`src/rtl/uart_tx_arbiter.sv`:
```
// Round-robin arbiter that lets one requester at a time push a whole message into the
// shared UART TX FIFO, so bytes from different clients never interleave on the line.
module uart_tx_arbiter #(
    parameter int NUM_REQ      = 4,
    parameter int DATA_WIDTH   = 8,
    parameter int MAX_BURST    = 16,
    parameter int IDLE_TIMEOUT = 8
) (
    input  logic                          clk,
    input  logic                          rst,
    input  logic [NUM_REQ-1:0]            req_valid,
    input  logic [NUM_REQ*DATA_WIDTH-1:0] req_data,
    input  logic [NUM_REQ-1:0]            req_last,
    output logic [NUM_REQ-1:0]            req_ready,
    input  logic                          fifo_full,
    output logic                          fifo_wr_en,
    output logic [DATA_WIDTH-1:0]         fifo_data,
    output logic [$clog2(NUM_REQ)-1:0]    grant_id,
    output logic                          busy
);

    localparam int IDW = $clog2(NUM_REQ);
    localparam int BW  = $clog2(MAX_BURST + 1);
    localparam int SW  = $clog2(IDLE_TIMEOUT + 1);

    typedef enum logic {IDLE, BURST} state_t;

    state_t                state;
    logic [IDW-1:0]        rr_ptr;
    logic [IDW-1:0]        sel;
    logic [IDW-1:0]        idx;
    logic [BW-1:0]         beat_cnt;
    logic [SW-1:0]         stall_cnt;
    logic [DATA_WIDTH-1:0] slice [NUM_REQ];
    logic                  g_valid;
    logic                  g_last;
    logic                  accept;

    always_comb begin
        for (int i = 0; i < NUM_REQ; i++) begin
            slice[i] = req_data[i*DATA_WIDTH +: DATA_WIDTH];
        end
    end

    // Walk downward so the candidate closest after rr_ptr is the last one to win.
    always_comb begin
        sel = rr_ptr;
        idx = '0;
        for (int k = NUM_REQ; k >= 1; k--) begin
            idx = IDW'((int'(rr_ptr) + k) % NUM_REQ);
            if (req_valid[idx]) begin
                sel = idx;
            end
        end
    end

    assign g_valid = req_valid[grant_id];
    assign g_last  = req_last[grant_id];

    always_comb begin
        req_ready = '0;
        if (state == BURST && !rst) begin
            req_ready[grant_id] = !fifo_full;
        end
    end

    assign accept     = g_valid & req_ready[grant_id];
    assign fifo_wr_en = accept;
    assign fifo_data  = slice[grant_id];
    assign busy       = (state == BURST);

    // Backpressure with valid high is neither a beat nor a stall, so neither counter moves.
    always_ff @(posedge clk) begin
        if (rst) begin
            state     <= IDLE;
            grant_id  <= '0;
            rr_ptr    <= IDW'(NUM_REQ - 1);
            beat_cnt  <= '0;
            stall_cnt <= '0;
        end else begin
            case (state)
                IDLE: begin
                    if (|req_valid) begin
                        grant_id  <= sel;
                        rr_ptr    <= sel;
                        beat_cnt  <= '0;
                        stall_cnt <= '0;
                        state     <= BURST;
                    end
                end
                BURST: begin
                    if (accept) begin
                        beat_cnt  <= beat_cnt + 1'b1;
                        stall_cnt <= '0;
                        if (g_last || beat_cnt == BW'(MAX_BURST - 1)) begin
                            state <= IDLE;
                        end
                    end else if (!g_valid) begin
                        stall_cnt <= stall_cnt + 1'b1;
                        if (stall_cnt == SW'(IDLE_TIMEOUT - 1)) begin
                            state <= IDLE;
                        end
                    end
                end
                default: state <= IDLE;
            endcase
        end
    end

endmodule

```
`config.mk`:
```
export PLATFORM = sky130hd
export DESIGN_NAME = uart_tx_arbiter
export DESIGN_NICKNAME = d
export VERILOG_FILES = /design/src/rtl/uart_tx_arbiter.sv
export SDC_FILE = /design/constraint.sdc
export NUM_CORES = 1
export LEC_CHECK = 0
export BUFFER_PORTS_ARGS = -buffer_cell sky130_fd_sc_hd__buf_4
export CAP_MARGIN = 20
export CORE_ASPECT_RATIO = 0.6
export CORE_MARGIN = 4
export CORE_UTILIZATION = 40
export DETAILED_ROUTE_END_ITERATION = 10
export GPL_TIMING_DRIVEN = 0
export PLACE_DENSITY = 0.72
export SETUP_SLACK_MARGIN = 0.02
export SYNTH_ARGS = -nofsm -noshare
export SYNTH_HDL_FRONTEND = slang
export SYNTH_SLANG_ARGS = --single-unit
```
`constraint.sdc`:
```
create_clock -name clk -period 5.1 [get_ports clk]
set_input_delay 0.51 -clock clk [delete_from_list [all_inputs] [get_ports clk]]
set_output_delay 0.51 -clock clk [all_outputs]
set_load 0.03 [all_outputs]
```
# Word-level counts from Yosys, hierarchy flattened
# Index checks and enable logic that the tools add are counted.
dict set report op_classes {
  n_reduce_logical 9
  eq_ne 5
  mux 37
  add_sub_neg 6
  bitwise_logic 4
  n_lt_le_gt_ge 7
}
# cell n
set op_table {}
lappend op_table {{$bmux W8 S2} 1}
lappend op_table {{$mux W4} 4}
lappend op_table {{$mux W8} 2}
lappend op_table {{$lt A2 B3 Y1 const B} 5}
lappend op_table {{$bmux W1 S2} 7}
lappend op_table {{$mux W1} 13}
lappend op_table {{$mux W5} 2}
lappend op_table {{$pmux W5 S2} 1}
lappend op_table {{$mux W2} 4}
lappend op_table {{$pmux W4 S2} 1}
lappend op_table {{$reduce_and A2 Y1} 3}
lappend op_table {{$add A5 B1 Y5 const B} 1}
lappend op_table {{$eq A5 B4 Y1 const B} 1}
lappend op_table {{$add A2 B1 Y2 const B} 2}
lappend op_table {{$add A2 B2 Y2 const B} 2}
lappend op_table {{$add A4 B1 Y4 const B} 1}
lappend op_table {{$and A4 B4 Y4} 1}
lappend op_table {{$eq A4 B3 Y1 const B} 1}
lappend op_table {{$ne A2 B2 Y1 const B} 2}
lappend op_table {{$reduce_or A4 Y1} 1}
lappend op_table {{$ge A3 B3 Y1 const B} 1}
lappend op_table {{$ne A3 B3 Y1 const B} 1}
lappend op_table {{$not A2 Y3} 1}
lappend op_table {{$demux W1 S2} 1}
lappend op_table {{other kinds (7)} 9}
dict set report totals {
  register_bits 14
  in_bits 43
  elab_cells 73
}

# Depth between registers and ports, before layout
# Gate-level depths: netlist (run 1).
dict set report depth {
  ltp_word 11
  depth_mapped 7
}

# Least setup slack after synthesis (run 1)
# Ideal clock, no wire load.
dict set report synth_path {
  path_type {register to output}
  startpoint {reg grant_id[0]}
  endpoint {out req_ready[0]}
  t_required_ns 4.590
  n_path_buf 2
  path_stages_with_launch 4
  arrival_ns 1.761
  slack_ns 2.829
  cell_sequence {dfxtp_1 -> buf_6 -> buf_2 -> nor4_1}
}
dict set report synth_between {
  elab_chain_len 6
  word_cells_on_any_way 7
}
# item line
set synth_lines {}
lappend synth_lines {{start: declaration} 18} ;# output logic [$clog2(NUM_REQ)-1:0] grant_id,
lappend synth_lines {{start signal: assignment} 84} ;# grant_id <= sel;
lappend synth_lines {{$lt A2 B3 Y1 (not written as such) or $ge A2 B1 Y1 (tied branches)} 63} ;# req_ready[grant_id] = !fifo_full;
lappend synth_lines {{$logic_and A1 B1 Y1 (not written as such)} 63}
lappend synth_lines {{$mux W1 (not written as such)} 63}
lappend synth_lines {{$demux W1 S2 (*)} 63}
lappend synth_lines {{$and A4 B4 Y4 (no line) (*)} -}
lappend synth_lines {{$mux W4 (*)} 62} ;# if (state == BURST && !rst) begin
lappend synth_lines {{end: declaration} 14} ;# output logic [NUM_REQ-1:0] req_ready,
# Every way passes the cells marked *; elsewhere a longest branch is shown, timed or not.

# Worst setup path after layout (run 1)
dict set report layout_path {
  startpoint {reg grant_id[0]}
  endpoint {out fifo_wr_en}
}
dict set report layout_between {
  elab_chain_len 9
  word_cells_on_any_way 12
}
# item line
set layout_lines {}
lappend layout_lines {{$lt A2 B3 Y1 (not written as such) or $ge A2 B1 Y1 (tied branches)} 63}
lappend layout_lines {{$logic_and A1 B1 Y1 (not written as such)} 63}
lappend layout_lines {{$mux W1 (not written as such)} 63}
lappend layout_lines {{$demux W1 S2} 63}
lappend layout_lines {{$and A4 B4 Y4 (no line)} -}
lappend layout_lines {{$mux W4} 62}
lappend layout_lines {{$bmux W1 S2} 67} ;# assign accept = g_valid & req_ready[grant_id];
lappend layout_lines {{$mux W1 (not written as such)} 67}
lappend layout_lines {{$and A1 B1 Y1 (*)} 67}
lappend layout_lines {{end: declaration} 16} ;# output logic fifo_wr_en,
# Every way passes the cells marked *; elsewhere a longest branch is shown, timed or not. The select of a mux whose other input is x is not followed.

==> reports/metrics.cfg, run 1 <==
[synthesis]
async_flop_share_pct=0
syn_area_sq_um=1066
ys_seq_area_share_pct=26.29
yosysWarningCount=0
synth_top_area_cell=dfxtp_1
syn_nets=159
yosys-top-cells-count=dfxtp_1 (14), nor2_1 (11)
syn_avg_cell_area_sq_um=9.434
synth-edff-count=0
synthCells=113
synth_most_common_cell=dfxtp_1
yosysTopAreaCellShare_pct=26.29
ys_ff_latch=14
synth_area_leaders=dfxtp_1 (26%), mux4_2 (13%), mux4_1 (9.9%)
synth_cell_types=43
synth-main-ff-cell=dfxtp_1

[place]
io_buffers=58
place_area_sq_um=1541
gp_congestion=0.8072
place_hpwl_um=2718
dp_cells=203

[final_layout]
fin_cells=207
syn2layout_area_growth_pct=49.77
fin_area_sq_um=1597
diodes=0
layout.nets=222
fillCellCount=228
drive_above_1_share_pct=45.14

[worst_setup_path]
crit_chain=buf_6 -> mux4_2 -> nand2_2 -> inv_2 -> buf_4
cp-start-kind=flip-flop
r2r_cells=5
end_kind=output pin
critPathSlowestCell=mux4_2
critPathMaxFanout=7
worstReg2RegStart=grant_id[0]$_SDFFE_PP0P_
worst-setup-path-type=flip-flop to output pin
timing.rr.end=busy$_SDFF_PP0_
reg2reg_slack_ns=3.32
cp.arrival_ns=1.73
slowest_delay_ns=0.60
cp.required_ns=4.59

[global_route]
grt_util_met3_pct=9.015
grt_overflow=0
grt_usage_pct=18.53
grt-busiest-layer=met2
met1_usage_pct=21.34
grt_max_degree=11
grt_pass1_vias=1114
use_met2_pct=31.94
grt_pass1_wl_um=4871
antenna_found_initial=0

[hold_path]
holdPathEnd=beat_cnt[4]$_SDFFE_PP0P_
hold_path_startpoint=beat_cnt[4]$_SDFFE_PP0P_
whs_path_depth=2
hp-class=flip-flop to flip-flop

[cts]
cts_tree=done
cts_root_buf=clkbuf_8
postCtsHoldBufs=0
clk-insertion-delay-late_ns=0.25
cts_buffers=3
ctsLongestPathBuffers=2
htree_levels=1
postCtsSetupBuffers=0
cts_resized=0
clk_pin_slew_worst_paths_ns=0.05
clock_sinks=14

[timing]
slew_violations=0
period_share_pct=44.00
rsz0062_at_grt=no
max_slew_margin_pct=64.17
clock.fmax_mhz=445.6
tns_ns=0
setup_viol=0
finalHoldViolations=0
post-route-min-period_ns=2.244
worst_slew_pin_slew_ns=0.5303
skew_ns=0.003989

[drt]
viasPerCell=5.575
num_vias=1154
first_pass_iters=4
routed_wl_um=3187
drt_iter0_drc=154
ant_nets=0
route.detailed.drc=0
wl_per_cell_um=15.40

[die]
ioPinCount=59
die_area_sq_um=3582
die_h_um=47.99
die_x_um=74.65
start_util_pct=42.26
core_sq_um=2522
core.rowCount=14

[status]
status=finished, final reports clean

[power]
leakagePower_uw=0.0007200
p_total_uw=399.7
vdd_ir_drop_max_v=0.0001265
power.density_nw_per_um2=250.4

[job]
cap_violations=0

[where the power goes]
group	switching [uW]	internal (uW)	leakage (uW)	total, uW
combinational	89.2	81.8	0.000577	171
clock	38.9	68.4	0.0000288	107
sequential	5.15	116	0.000114	121
[critical path: cells and delay by family (launching register included)]
| family | cells | cell delay (ns) |
|---|---|---|
| muxes | 1 | 0.60 |
| and+or+nand+nor | 1 | 0.15 |
| buffers and inverters | 3 | 0.39 |
| DFF | 1 | 0.35 |
[layout make-up]
| class | instances | area, sq um | share of cell area, % |
|---|---|---|---|
| Sequential cell | 14 | 280.3 | 17.55 |
| Inverter | 7 | 26.28 | 1.646 |
| Clock buffer | 4 | 55.05 | 3.448 |
| Tap cell | 32 | 40.04 | 2.508 |
| Multi-Input combinational cell | 86 | 726.9 | 45.53 |
| Timing Repair Buffer | 58 | 435.4 | 27.27 |
| Buffer | 6 | 32.53 | 2.038 |
[cells by family (layout without fill, tap and decap cells)]
family	after synthesis	count (layout)	share of synthesized area (%)
and+or+nand+nor	46	46	24.53
AOI/OAI and AO/OA	26	26	16.55
DFF	14	14	26.29
buffers and inverters	13	75	5.516
muxes	11	11	23.59
adders and majority gates	3	3	3.522
[layout by cell type, fill, tap and decap left out, types with 4 or more instances in the layout]
| cell type | instances |
|---|---|
| nor2_1 | 11 |
| o21ai_0 | 6 |
| inv_1 | 6 |
| buf_4 | 58 |
| a21oi_1 | 5 |
| nand2_1 | 6 |
| mux4_1 | 4 |
| dfxtp_1 | 14 |
| clkbuf_8 | 4 |
| nor3_1 | 5 |
| mux4_2 | 6 |
[flip-flops by register name, indices dropped and copies added, names as in the netlist]
| name | cells |
|---|---|
| beat_cnt | 5 |
| busy | 1 |
| grant_id | 2 |
| rr_ptr | 2 |
| stall_cnt | 4 |
[worst max path at each step]
stage | from | end
detailed placement | req_valid[3] | fifo_wr_en
finish | grant_id[0]$_SDFFE_PP0P_ | fifo_wr_en
global route | busy$_SDFF_PP0_ | fifo_wr_en
CTS | grant_id[0]$_SDFFE_PP0P_ | fifo_data[3]
floorplan | grant_id[0]$_SDFFE_PP0P_ | req_ready[0]
global placement | req_valid[3] | fifo_wr_en
[per-layer routing]
layer | vias up | routed length (um)
met5 | - | 0
met2 | 60 | 1504
li1 | 566 | -
met1 | 520 | 1250
met4 | 0 | 51
met3 | 8 | 379
[metrics by stage]
step	hold slack [ns]	setup WS [ns]	util [%]
3_5_place_dp	0.4707	2.987	61.11
3_3_place_gp	0.4384	2.996	61.11
6_report	0.4721	2.856	63.29
2_1_floorplan	0.4250	2.829	-
4_1_cts	0.4751	2.842	63.29
5_1_grt	0.4844	2.689	63.29
No activity file was read; power rests on OpenSTA's default activity.
==> run 2: changes to the inputs <==
PLACE_DENSITY = 0.75   (was 0.72)
clock period = 2 ns   (was 5.1 ns; I/O delays follow)
==> reports/metrics.cfg, run 2 (synthesized netlist as in run 1, its figures left out) <==
[die]
core.rowCount=14
core_sq_um=2522
ioPinCount=59
die_area_sq_um=3582
die_x_um=74.65
die_h_um=47.99
start_util_pct=42.26

[worst_setup_path]
reg2reg_slack_ns=0.16
crit_chain=buf_6 -> mux4_2 -> nand2_2 -> inv_2 -> buf_4
setup.worst_path.end=fifo_wr_en
critPathSlowestCell=mux4_2
worstReg2RegStart=grant_id[0]$_SDFFE_PP0P_
cp.required_ns=1.80
cp.arrival_ns=1.71
slowest_delay_ns=0.58
timing.rr.end=stall_cnt[0]$_SDFFE_PP0P_
critPathMaxFanout=6
cp-start-kind=flip-flop
worst-setup-path-type=flip-flop to output pin
end_kind=output pin
r2r_cells=5
startpoint=grant_id[0]$_SDFFE_PP0P_

[cts]
clk-insertion-delay-late_ns=0.24
cts_buffers=3
htree_levels=1
clk_pin_slew_worst_paths_ns=0.06
clock_sinks=14
cts_tree=done
cts_root_buf=clkbuf_8
postCtsHoldBufs=0
ctsLongestPathBuffers=2

[timing]
period_share_pct=95.47
clock.fmax_mhz=523.7
rsz0062_at_grt=yes
finalHoldViolations=0
setup_ws_ns=0.09060
skew_ns=0.002177
worst_slew_pin_slew_ns=0.5490
max_slew_margin_pct=62.88
whs_ns=0.1846
setup_viol=0
tns_ns=0
slew_violations=0
post-route-min-period_ns=1.909

[final_layout]
mostFrequentLayoutCells=buf_4 (60), dfxtp_1 (14), nor2_1 (11)
drive_above_1_share_pct=46.89
final_util_pct=64.24
largest_reg_flops=5
regMostFlops=beat_cnt
syn2layout_area_growth_pct=51.99
fillCellCount=216
fin_cells=209
final_common_cell=buf_4
layout.nets=224
top_regs=beat_cnt: 5 flops, stall_cnt: 4 flops
diodes=0

[drt]
wl_per_cell_um=15.81
routed_wl_um=3304
drt_iter0_drc=133
first_pass_iters=4
num_vias=1167
ant_nets=0
viasPerCell=5.584
route.detailed.drc=0

[job]
cap_violations=0

[hold_path]
hp-class=input port to flip-flop

[global_route]
grt_pass1_vias=1172
grt_overflow=0
grt_max_degree=11
grt_pass1_wl_um=5119
grt_usage_pct=18.91
antenna_found_initial=0

[power]
clkPwrFrac_pct=26.4
p_comb_share_pct=43.6
switchingPower_uw=343.1
vdd_ir_drop_max_v=0.0002956
power.density_nw_per_um2=637.9
seqPwrFrac_pct=30.0
switching_share_pct=33.19
p_int_uw=690.5
leakagePower_uw=0.0007345

[status]
status=finished, final reports clean

[place]
place_hpwl_um=2671
dp_cells=203
dp_slack_ns=0.2360
gp_congestion=0.7531
io_buffers=58

run 2: worst min path at each step:
| stage | startpoint | slack [ns] | cells after the start | to |
|---|---|---|---|---|
| 6_report | rst | 0.18 | 2 | beat_cnt[2]$_SDFFE_PP0P_ |
| 5_1_grt | rst | 0.19 | 2 | beat_cnt[2]$_SDFFE_PP0P_ |
| 4_1_cts | rst | 0.17 | 2 | beat_cnt[2]$_SDFFE_PP0P_ |
| 3_5_place_dp | rst | 0.44 | 2 | beat_cnt[2]$_SDFFE_PP0P_ |
| 3_3_place_gp | rst | 0.43 | 2 | beat_cnt[2]$_SDFFE_PP0P_ |
| 2_1_floorplan | rst | 0.27 | 1 | beat_cnt[2]$_SDFFE_PP0P_ |
run 2: cell type report:
cell class                 instances  area (sq um)  area share [%]
clock buffer                       4         55.05           3.398
timing repair buffer              60         450.4           27.80
tap                               32         40.04           2.471
multi-input combinational         86         732.0           45.17
sequential                        14         280.3           17.30
inverter                           7         26.28           1.622
buffer                             6         36.28           2.239
run 2: power by group through the flow:
stage / clock, uW / combinational, uW / sequential [uW]
6_report: 273 / 451 / 310
2_1_floorplan: 0 / 255 / 328
5_1_grt: 292 / 484 / 313
4_1_cts: 279 / 438 / 310
3_3_place_gp: 0 / 428 / 315
3_5_place_dp: 0 / 436 / 316
run 2: timing repair:
action | CTS | global route
setup endpoints to repair | 0 | 10
setup buffers | 0 | 2
resized for setup | 0 | 4
hold endpoints to repair | 0 | 0
run 2: layer usage:
layer  up-vias  track usage, %  part of all wire, %
met4         0           2.128                 0.45
met2        63           33.16                   49
met5         -               0                    0
met3         2           10.27                   14
li1        561               -                    -
met1       541           21.48                   37
run 2: metrics by stage:
| stage | power, uW | instance area (sq um) |
|---|---|---|
| floorplan | 582.7 | 1066 |
| global placement | 743.0 | 1541 |
| detailed placement | 751.9 | 1541 |
| CTS | 1027 | 1597 |
| global route | 1089 | 1620 |
| finish | 1034 | 1620 |
run 2: worst max-delay path: cells and delay by family, from the launching register on:
family | cells | cell delay, ns
multiplexers | 1 | 0.58
buffers and inverters | 3 | 0.39
flip-flops | 1 | 0.35
AND/OR/NAND/NOR | 1 | 0.15
